$ cat config.mk
export PLATFORM = sky130hd
export DESIGN_NAME = sample_sum_fsm
export DESIGN_NICKNAME = d
export VERILOG_FILES = /design/src/rtl/sample_sum_fsm.sv
export SDC_FILE = /design/constraint.sdc
export NUM_CORES = 1
export LEC_CHECK = 0
export CORE_AREA = 3 3 41 50
export CTS_BUF_LIST = sky130_fd_sc_hd__clkbuf_8 sky130_fd_sc_hd__clkbuf_16
export CTS_CLUSTER_DIAMETER = 50
export DETAILED_ROUTE_END_ITERATION = 7
export DIE_AREA = 0 0 44 53
export PLACE_DENSITY_LB_ADDON = 0.15
export SLEW_MARGIN = 20
export SYNTH_ARGS = -nofsm -noshare
export SYNTH_HDL_FRONTEND = slang
export SYNTH_SLANG_ARGS = --single-unit
$ cat constraint.sdc
create_clock -name clk -period 4 [get_ports clk]
set_input_delay 0.8 -clock clk [delete_from_list [all_inputs] [get_ports clk]]
set_output_delay 0.8 -clock clk [all_outputs]
set_load 0.05 [all_outputs]
$ cat src/rtl/sample_sum_fsm.sv
// sample_sum_fsm: moving-average filter over a DEPTH-deep sample window.
//   A new sample enters the window on every clock. A running sum of the window
//   is kept, and w1 is registered as sum/DEPTH (a shift by log2(DEPTH)).
//   A FILL/RUN state machine tracks whether the window has been completely
//   filled since the last reset. It is status only and does not affect w1.
// Ports:
//   clk    - single clock; all state updates happen on the rising edge
//   reset  - synchronous, active-high; clears the window, sum, count, state and w1
//   sample - DATA_W-bit unsigned sample, captured on every non-reset edge
//   w1     - DATA_W-bit unsigned registered window average
// Configuration:
//   FSM_ROUND_EN - when defined, w1 is round-half-up (sum + DEPTH/2) >> log2(DEPTH);
//                  otherwise the divide truncates.
module sample_sum_fsm #(
  parameter int DATA_W = 4,
  parameter int DEPTH  = 4   // power of two, >= 2
) (
  input  logic              clk,
  input  logic              reset,
  input  logic [DATA_W-1:0] sample,
  output logic [DATA_W-1:0] w1
);
  localparam int SHIFT = $clog2(DEPTH);
  localparam int SUM_W = DATA_W + SHIFT;  // holds DEPTH*(2^DATA_W-1) exactly
  localparam int CNT_W = SHIFT + 1;       // counts up to DEPTH

  typedef enum logic {FILL = 1'b0, RUN = 1'b1} state_t;

  state_t                        state_q, state_d;
  logic [CNT_W-1:0]              count_q, count_d;
  logic [DEPTH-1:0][DATA_W-1:0]  win_q, win_d;
  logic [SUM_W-1:0]              sum_q, sum_d;
  logic [DATA_W-1:0]             w1_q, w1_d;
`ifdef FSM_ROUND_EN
  logic [SUM_W:0]                rnd;     // one extra bit so the +DEPTH/2 cannot wrap
`endif

  always_comb begin
    // Shift register: win[0] is newest, win[DEPTH-1] drops out.
    win_d = {win_q[DEPTH-2:0], sample};
    // Modular add/sub is exact because the true window sum always fits SUM_W.
    sum_d = sum_q + SUM_W'(sample) - SUM_W'(win_q[DEPTH-1]);
`ifdef FSM_ROUND_EN
    rnd  = {1'b0, sum_d} + (SUM_W+1)'(DEPTH/2);
    w1_d = DATA_W'(rnd >> SHIFT);
`else
    w1_d = DATA_W'(sum_d >> SHIFT);
`endif
    state_d = state_q;
    count_d = count_q;
    if (state_q == FILL) begin
      count_d = count_q + 1'b1;
      if (count_q == CNT_W'(DEPTH-1)) state_d = RUN;
    end
  end

  always_ff @(posedge clk) begin
    if (reset) begin
      state_q <= FILL;
      count_q <= '0;
      win_q   <= '0;
      sum_q   <= '0;
      w1_q    <= '0;
    end else begin
      state_q <= state_d;
      count_q <= count_d;
      win_q   <= win_d;
      sum_q   <= sum_d;
      w1_q    <= w1_d;
    end
  end

  assign w1 = w1_q;
endmodule

# Word-level counts from Yosys, hierarchy flattened
# Cells that the tools add are included.
[classes] addsub=2
[op_table] cell="$add 6x4->6" n=1
[op_table] cell="$sub 6x4->6" n=1
[totals] regBits=26 out_inout_bits=4 elab_cells=8

# Logic depth before layout (Yosys ltp)
# Gate-level depths: netlist of the first run.
[depth] word_depth=2 depth_mapped=9 ltp_nobuf=9

# Worst setup path before layout of the first run
# Ideal clock, no wire load.
[synth_path] path_kind="in2reg" from="input port sample[1]" to="register sum_q[4]" setup_ps=118 arrival_time_ps=2377 required_ps=3882 slack_ps=1505 cell_stages=8 path_buffers=0 cell_sequence="inv_1 fa_1 inv_1 fa_1 a21o_1 a21oi_1 xor2_1 nor2_1"
[synth_between] elab_chain_cells=2
[synth_lines] element="start, declared" line="20" rtl="input logic [DATA_W-1:0] sample,"
[synth_lines] element="$add 6x4->6" line="42" rtl="sum_d = sum_q + SUM_W'(sample) - SUM_W'(win_q[DEPTH-1]);"
[synth_lines] element="$sub 6x4->6" line="42"
[synth_lines] element="end signal, assigned" line="68" rtl="sum_q <= sum_d;"
[synth_lines] element="end, declared" line="32" rtl="logic [SUM_W-1:0] sum_q, sum_d;"
# No other way between the ends.
# A chain may end at the register's enable or synchronous reset.

# Final worst setup path of the first run
# Same ends and word-level chain as after synthesis.

==> impl_metrics.csv, run 1 <==
group,metric,value,unit
layout,fin_nets,113,
timing,hold_ws,0.438,ns
clock_network,post_cts_resize_count,0,
routing,drt_first_pass_iters,2,
worst_setup_path,critPathLaunchType,"primary input",
routing,postRouteAntennaNets,0,
global_routing,grt.busiest_layer,"met2",
power_and_ir_drop,seq_power_share,0.371,
timing,rsz0062_at_grt,"no",
timing,slew_violations,0,
global_routing,grt_pass1_vias,508,
power_and_ir_drop,p_clk_frac,0.222,
logic_synthesis,synth_top_area_share,0.481,
clock_network,hold_buffers,0,
routing,wl_per_cell,10.5,um
min_path,whs_path_depth,1,
power_and_ir_drop,p_int,450,uW
clock_network,h-tree-depth,1,
power_and_ir_drop,sw_frac_of_total,0.351,
clock_network,clock_path_buffers,2,
floorplan,core-area,1640,um2
power_and_ir_drop,ir_drop,485,uV
timing,fin_crit_sh,0.700,
clock_network,cts_root_buffer,"clkbuf_8",
run_status,status,"finished clean",
clock_network,post-cts-setup-buffers,0,
power_and_ir_drop,pwr-share-comb,0.407,
logic_synthesis,synth_cell_types,17,
logic_synthesis,synth_top_family_by_area,"adder cells",
timing,skew,0.00322,ns
layout,stdcell_area,1040,um2
routing,wirelength,1200,um
placement,port_buffers,9,
clock_network,cts_inserted_buffers,3,
clock_network,cts_tree,"done",
floorplan,start_util,0.558,
floorplan,num_rows,16,
timing,final.min_clock_period,2.80,ns
timing,fmax,357,MHz
floorplan,die_y,53,um
placement,placed_cell_area,990,um2
worst_setup_path,cp.required,4.12,ns
logic_synthesis,synth_fa_ha_area_frac,0.169,
layout,area_growth,14.1,%
power_and_ir_drop,powerDensity,664,nW/um2
layout,nFillCells,142,
run,drv_cap,0,
placement,place_inst,110,
worst_setup_path,rr_worst_depth,8,
logic_synthesis,ys_warn_count,0,
global_routing,gr-usage-met1,0.151,
global_routing,grtUsageTotal,0.127,
logic_synthesis,synth_simple_gate_area_frac,0.153,
power_and_ir_drop,p_sw,244,uW
global_routing,grt_pass1_wl,2130,um
worst_setup_path,crit_type,"primary input to flop",
worst_setup_path,cp-end-kind,"flop",
min_path,min_path_type,"flop to flop",
timing,setup_slack,1.20,ns
worst_setup_path,crit_fanout,2,
global_routing,grt_overflow,0,
timing,setup_violations,0,
clock_network,cts.clk_slew.worst_paths,0.08,ns
logic_synthesis,ys_ff_latch,22,
logic_synthesis,synth_area,916,um2
global_routing,use_met2,0.197,
timing,finalHoldViolCount,0,
placement,gp_congestion,0.673,
global_routing,grt_antenna_before_repair,0,
layout,n_antenna_cell,0,
worst_setup_path,worstPathArrival,2.92,ns
logic_synthesis,synthMuxAreaShare,0,
logic_synthesis,yosysSeqAreaShare,0.481,
power_and_ir_drop,leakagePower,0.483,nW
logic_synthesis,yosysTopAreaCell,"dfxtp_1",
floorplan,die_x,44,um
global_routing,grt_util_met3,0.0408,
routing,vias,532,
layout,final_cell_count_no_fill,114,
logic_synthesis,synth-xor-area-share,0.0383,
routing,vias_per_cell,4.67,
logic_synthesis,syn_nets,105,
global_routing,grt_max_degree,23,
floorplan,pin_count,10,
timing,worst_pin_slew,0.734,ns
logic_synthesis,syn_inst,89,
placement,post-place-ws,0.938,ns
routing,drtIter0Drc,1,
timing,slew_headroom,0.509,
logic_synthesis,synth.avg_cell_area,10.3,um2
clock_network,clk_latency,0.26,ns
placement,dp_hpwl,868,um
logic_synthesis,synth_compound_area_frac,0.0505,
routing,drc_errors,0,
clock_network,clock_sinks,22,
logic_synthesis,ys_top_cells_by_area,"dfxtp_1, nor2b_1, fa_1, ha_1, inv_1",
floorplan,die-area,2330,um2
layout,drive_above_1_share,0.0625,
timing,setup_tns,0,ns
[path summary, 6_finish.rpt]
path | start | end | slack (ns)
setup / recovery | sample[1] | sum_q[4]$_SDFF_PP0_ | 1.20
hold / removal | win_d[11]$_SDFF_PP0_ | win_d[15]$_SDFF_PP0_ | 0.44
setup reg to reg | sum_q[1]$_SDFF_PP0_ | sum_q[4]$_SDFF_PP0_ | 1.95
hold reg to reg | win_d[11]$_SDFF_PP0_ | win_d[15]$_SDFF_PP0_ | 0.44
[critical path, cell delays in order]
cell             delay [ns]
clkdlybuf4s50_1        0.45
inv_1                  0.06
fa_1                   0.53
inv_1                  0.07
fa_1                   0.47
a21o_1                 0.18
a21oi_1                0.16
xor2_1                 0.15
nor2_1                 0.05
[synth_stat cells, drive strengths merged]
cell / count
nor2b: 15
dfxtp: 22
nor3b: 1
nand4: 1
xnor2: 1
a21o: 3
inv: 16
a21oi: 4
xor2: 3
nand3: 1
buf: 5
clkbuf: 1
fa: 4
ha: 6
nor2: 6
[final cells by class]
type                            instances  area [um2]  share of cell area
Inverter                               16        60.1              0.0575
Tap cell                               18        22.5              0.0216
Clock buffer                            4        55.1              0.0527
Sequential cell                        22         440               0.422
Multi-Input combinational cell         45         377               0.360
Timing Repair Buffer                    9        90.1              0.0862
[power by group through the flow]
| stage | logic, mW | clock network, mW | registers [mW] |
|---|---|---|---|
| floorplan | 0.241 | 0 | 0.260 |
| global placement | 0.274 | 0 | 0.263 |
| detailed placement | 0.281 | 0 | 0.263 |
| CTS | 0.286 | 0.158 | 0.258 |
| global route | 0.314 | 0.164 | 0.261 |
| finish | 0.282 | 0.154 | 0.257 |
[kinds of logic after synthesis]
family          count (synthesis)
simple gates                   24
buf+inv                        22
flops                          22
fa+ha+maj                      10
compound gates                  7
xor+xnor                        4
[sequential cells by signal (all words and copies together) (netlist names)]
register and flops:
win_q 4, sum_q 6, win_d 12
[per-stage QoR]
step	utilization	total power, mW
after floorplan	-	0.501
after CTS	0.636	0.701
after global routing	0.636	0.739
final	0.636	0.694
after global placement	0.603	0.537
after detailed placement	0.603	0.544
[metal layers]
metal	wire, um	up-vias
met3	53	5
met5	0	-
met4	31	0
met2	558	9
li1	-	276
met1	558	242
[cell usage in the layout, fill, tap and decap left out, drive strengths merged]
cell type,n
xnor2,1
nand4,1
xor2,3
fa,4
clkdlybuf4s50,9
dfxtp,22
a21oi,4
a21o,3
nor3b,1
ha,6
nor2b,15
clkbuf,4
nor2,6
inv,16
nand3,1
(Power assumes the default switching activity.)
==> run 2: changes to the inputs <==
--- a/config.mk
+++ b/config.mk
@@ -5,11 +5,11 @@
 export SDC_FILE = /design/constraint.sdc
 export NUM_CORES = 1
 export LEC_CHECK = 0
-export CORE_AREA = 3 3 41 50
+export CORE_AREA = 3 3 42 52
 export CTS_BUF_LIST = sky130_fd_sc_hd__clkbuf_8 sky130_fd_sc_hd__clkbuf_16
 export CTS_CLUSTER_DIAMETER = 50
 export DETAILED_ROUTE_END_ITERATION = 7
-export DIE_AREA = 0 0 44 53
+export DIE_AREA = 0 0 45 55
 export PLACE_DENSITY_LB_ADDON = 0.15
 export SLEW_MARGIN = 20
 export SYNTH_ARGS = -nofsm -noshare
==> constraint.sdc (replaced) <==
create_clock -name clk -period 2.7 [get_ports clk]
set_input_delay 0.54 -clock clk [delete_from_list [all_inputs] [get_ports clk]]
set_output_delay 0.54 -clock clk [all_outputs]
set_load 0.05 [all_outputs]
==> run 2 against run 1 <==
Global-route usage decreased by 0.46 points. Highest routed layer unchanged. Combinational power increased by 62%. Non-clock buffer count increased by 3. Final area increased by 2.6%. Utilization decreased by 3.6 points. Largest power group unchanged. Flip-flop and latch count unchanged. First-iteration DRC count unchanged.
==> impl_metrics.csv, run 2 (synthesized netlist as in run 1, its figures left out) <==
group,metric,value,unit
run_status,status,"finished clean",
floorplan,start_util,0.513,
power_and_ir_drop,sw_frac_of_total,0.348,
clock_network,clk_latency,0.25,ns
placement,place_inst,114,
routing,drtIter0Drc,1,
layout,nFillCells,170,
timing,skew,0.00315,ns
floorplan,pin_count,10,
clock_network,clock_sinks,22,
routing,vias,541,
timing,hold_ws,0.441,ns
worst_setup_path,cp.required,2.82,ns
layout,drive_above_1_share,0.101,
floorplan,die_x,45,um
timing,worst_pin_slew,0.741,ns
global_routing,grt_max_degree,23,
power_and_ir_drop,pwr-share-comb,0.429,
layout,largest_register_ffs,12,
worst_setup_path,cp-end-kind,"flop",
placement,dp_hpwl,938,um
layout,stdcell_area,1070,um2
power_and_ir_drop,powerDensity,992,nW/um2
clock_network,cts_tree,"done",
global_routing,grt_overflow,0,
layout,final_common_cell,"dfxtp_1",
placement,gp_congestion,0.651,
clock_network,post-cts-setup-buffers,0,
timing,fmax,400,MHz
clock_network,clock_path_buffers,2,
global_routing,grtUsageTotal,0.123,
timing,finalHoldViolCount,0,
timing,slew_violations,0,
global_routing,grt_pass1_vias,535,
timing,rsz0062_at_grt,"no",
layout,fin_nets,116,
power_and_ir_drop,p_int,694,uW
run,drv_cap,0,
layout,final_cell_count_no_fill,118,
power_and_ir_drop,leakagePower,0.498,nW
routing,wl_per_cell,10.2,um
timing,fin_crit_sh,0.926,
floorplan,core-area,1790,um2
worst_setup_path,critPathLaunchType,"primary input",
worst_setup_path,crit_fanout,2,
power_and_ir_drop,p_clk_frac,0.213,
timing,final.min_clock_period,2.50,ns
clock_network,cts_root_buffer,"clkbuf_8",
clock_network,h-tree-depth,1,
timing,slew_headroom,0.504,
power_and_ir_drop,seq_power_share,0.358,
routing,postRouteAntennaNets,0,
worst_setup_path,worstPathArrival,2.62,ns
layout,n_antenna_cell,0,
routing,vias_per_cell,4.58,
floorplan,die-area,2480,um2
routing,drt_first_pass_iters,3,
global_routing,grt_antenna_before_repair,0,
worst_setup_path,crit_type,"primary input to flop",
routing,wirelength,1200,um
min_path,min_path_type,"flop to flop",
layout,final_cell_mix,"dfxtp_1, inv_1, nor2b_1",
power_and_ir_drop,ir_drop,459,uV
timing,setup_violations,0,
global_routing,grt_pass1_wl,2150,um
clock_network,cts_inserted_buffers,3,
placement,placed_cell_area,1010,um2
power_and_ir_drop,p_sw,370,uW
placement,port_buffers,9,
layout,area_growth,17.1,%
floorplan,die_y,55,um
clock_network,cts.clk_slew.worst_paths,0.07,ns
floorplan,num_rows,17,
routing,drc_errors,0,
-- run 2: changes by cell type in the layout (fill, tap and decap cells not counted), sizes merged --
cell,previous run,this run
buf,0,3
-- run 2: layer usage --
layer | vias to the layer above | track usage | share of wire
met1 | 252 | 0.150 | 0.45
met4 | 0 | 0.0585 | 0.013
met5 | - | 0 | 0
met2 | 6 | 0.196 | 0.49
li1 | 281 | - | -
met3 | 2 | 0.0356 | 0.039
-- run 2: power by group through the flow --
stage                     clock network, mW  logic [mW]  registers [mW]
after floorplan                           0       0.357           0.385
after global placement                    0       0.439           0.388
after detailed placement                  0       0.452           0.389
after CTS                             0.236       0.458           0.382
after global routing                  0.248       0.514           0.387
final                                 0.227       0.456           0.381
-- run 2: cell type report --
| class | count | area, um2 | area share |
|---|---|---|---|
| sequential | 22 | 440 | 0.411 |
| inverter | 16 | 60.1 | 0.0560 |
| timing repair buffer | 12 | 113 | 0.105 |
| multi-input combinational | 45 | 380 | 0.355 |
| clock buffer | 4 | 55.1 | 0.0513 |
| tap | 19 | 23.8 | 0.0222 |
-- run 2: metrics by stage --
step | total power, mW | utilization | setup WS, ns | setup TNS [ns]
after global routing | 1.15 | 0.600 | 0.0732 | 0
after global placement | 0.828 | 0.567 | -0.0556 | -0.0556
after CTS | 1.08 | 0.598 | 0.127 | 0
after detailed placement | 0.841 | 0.567 | -0.0934 | -0.0934
final | 1.06 | 0.600 | 0.199 | 0
after floorplan | 0.742 | - | 0.465 | 0
-- run 2: timing repair --
item | 4_1_cts | 5_1_grt
setup endpoints to repair | 0 | 1
hold buffers | 0 | 0
gates resized for setup | 0 | 1
-- run 2: worst max-delay path, cell delays in order --
cell,delay [ns]
clkdlybuf4s50_1,0.45
inv_1,0.06
fa_1,0.53
inv_1,0.06
fa_1,0.44
a21o_1,0.18
a21oi_2,0.15
xor2_1,0.16
nor2_1,0.05
-- run 2: path summary, 6_finish.rpt --
path	from	end	slack [ns]	cells past startpoint
worst min register to register	win_d[14]$_SDFF_PP0_	win_q[14]$_SDFF_PP0_	0.44	1
worst max-delay path	sample[1]	sum_q[4]$_SDFF_PP0_	0.20	9
worst max register to register	sum_q[1]$_SDFF_PP0_	sum_q[4]$_SDFF_PP0_	0.69	8
worst min-delay path	win_d[14]$_SDFF_PP0_	win_q[14]$_SDFF_PP0_	0.44	1
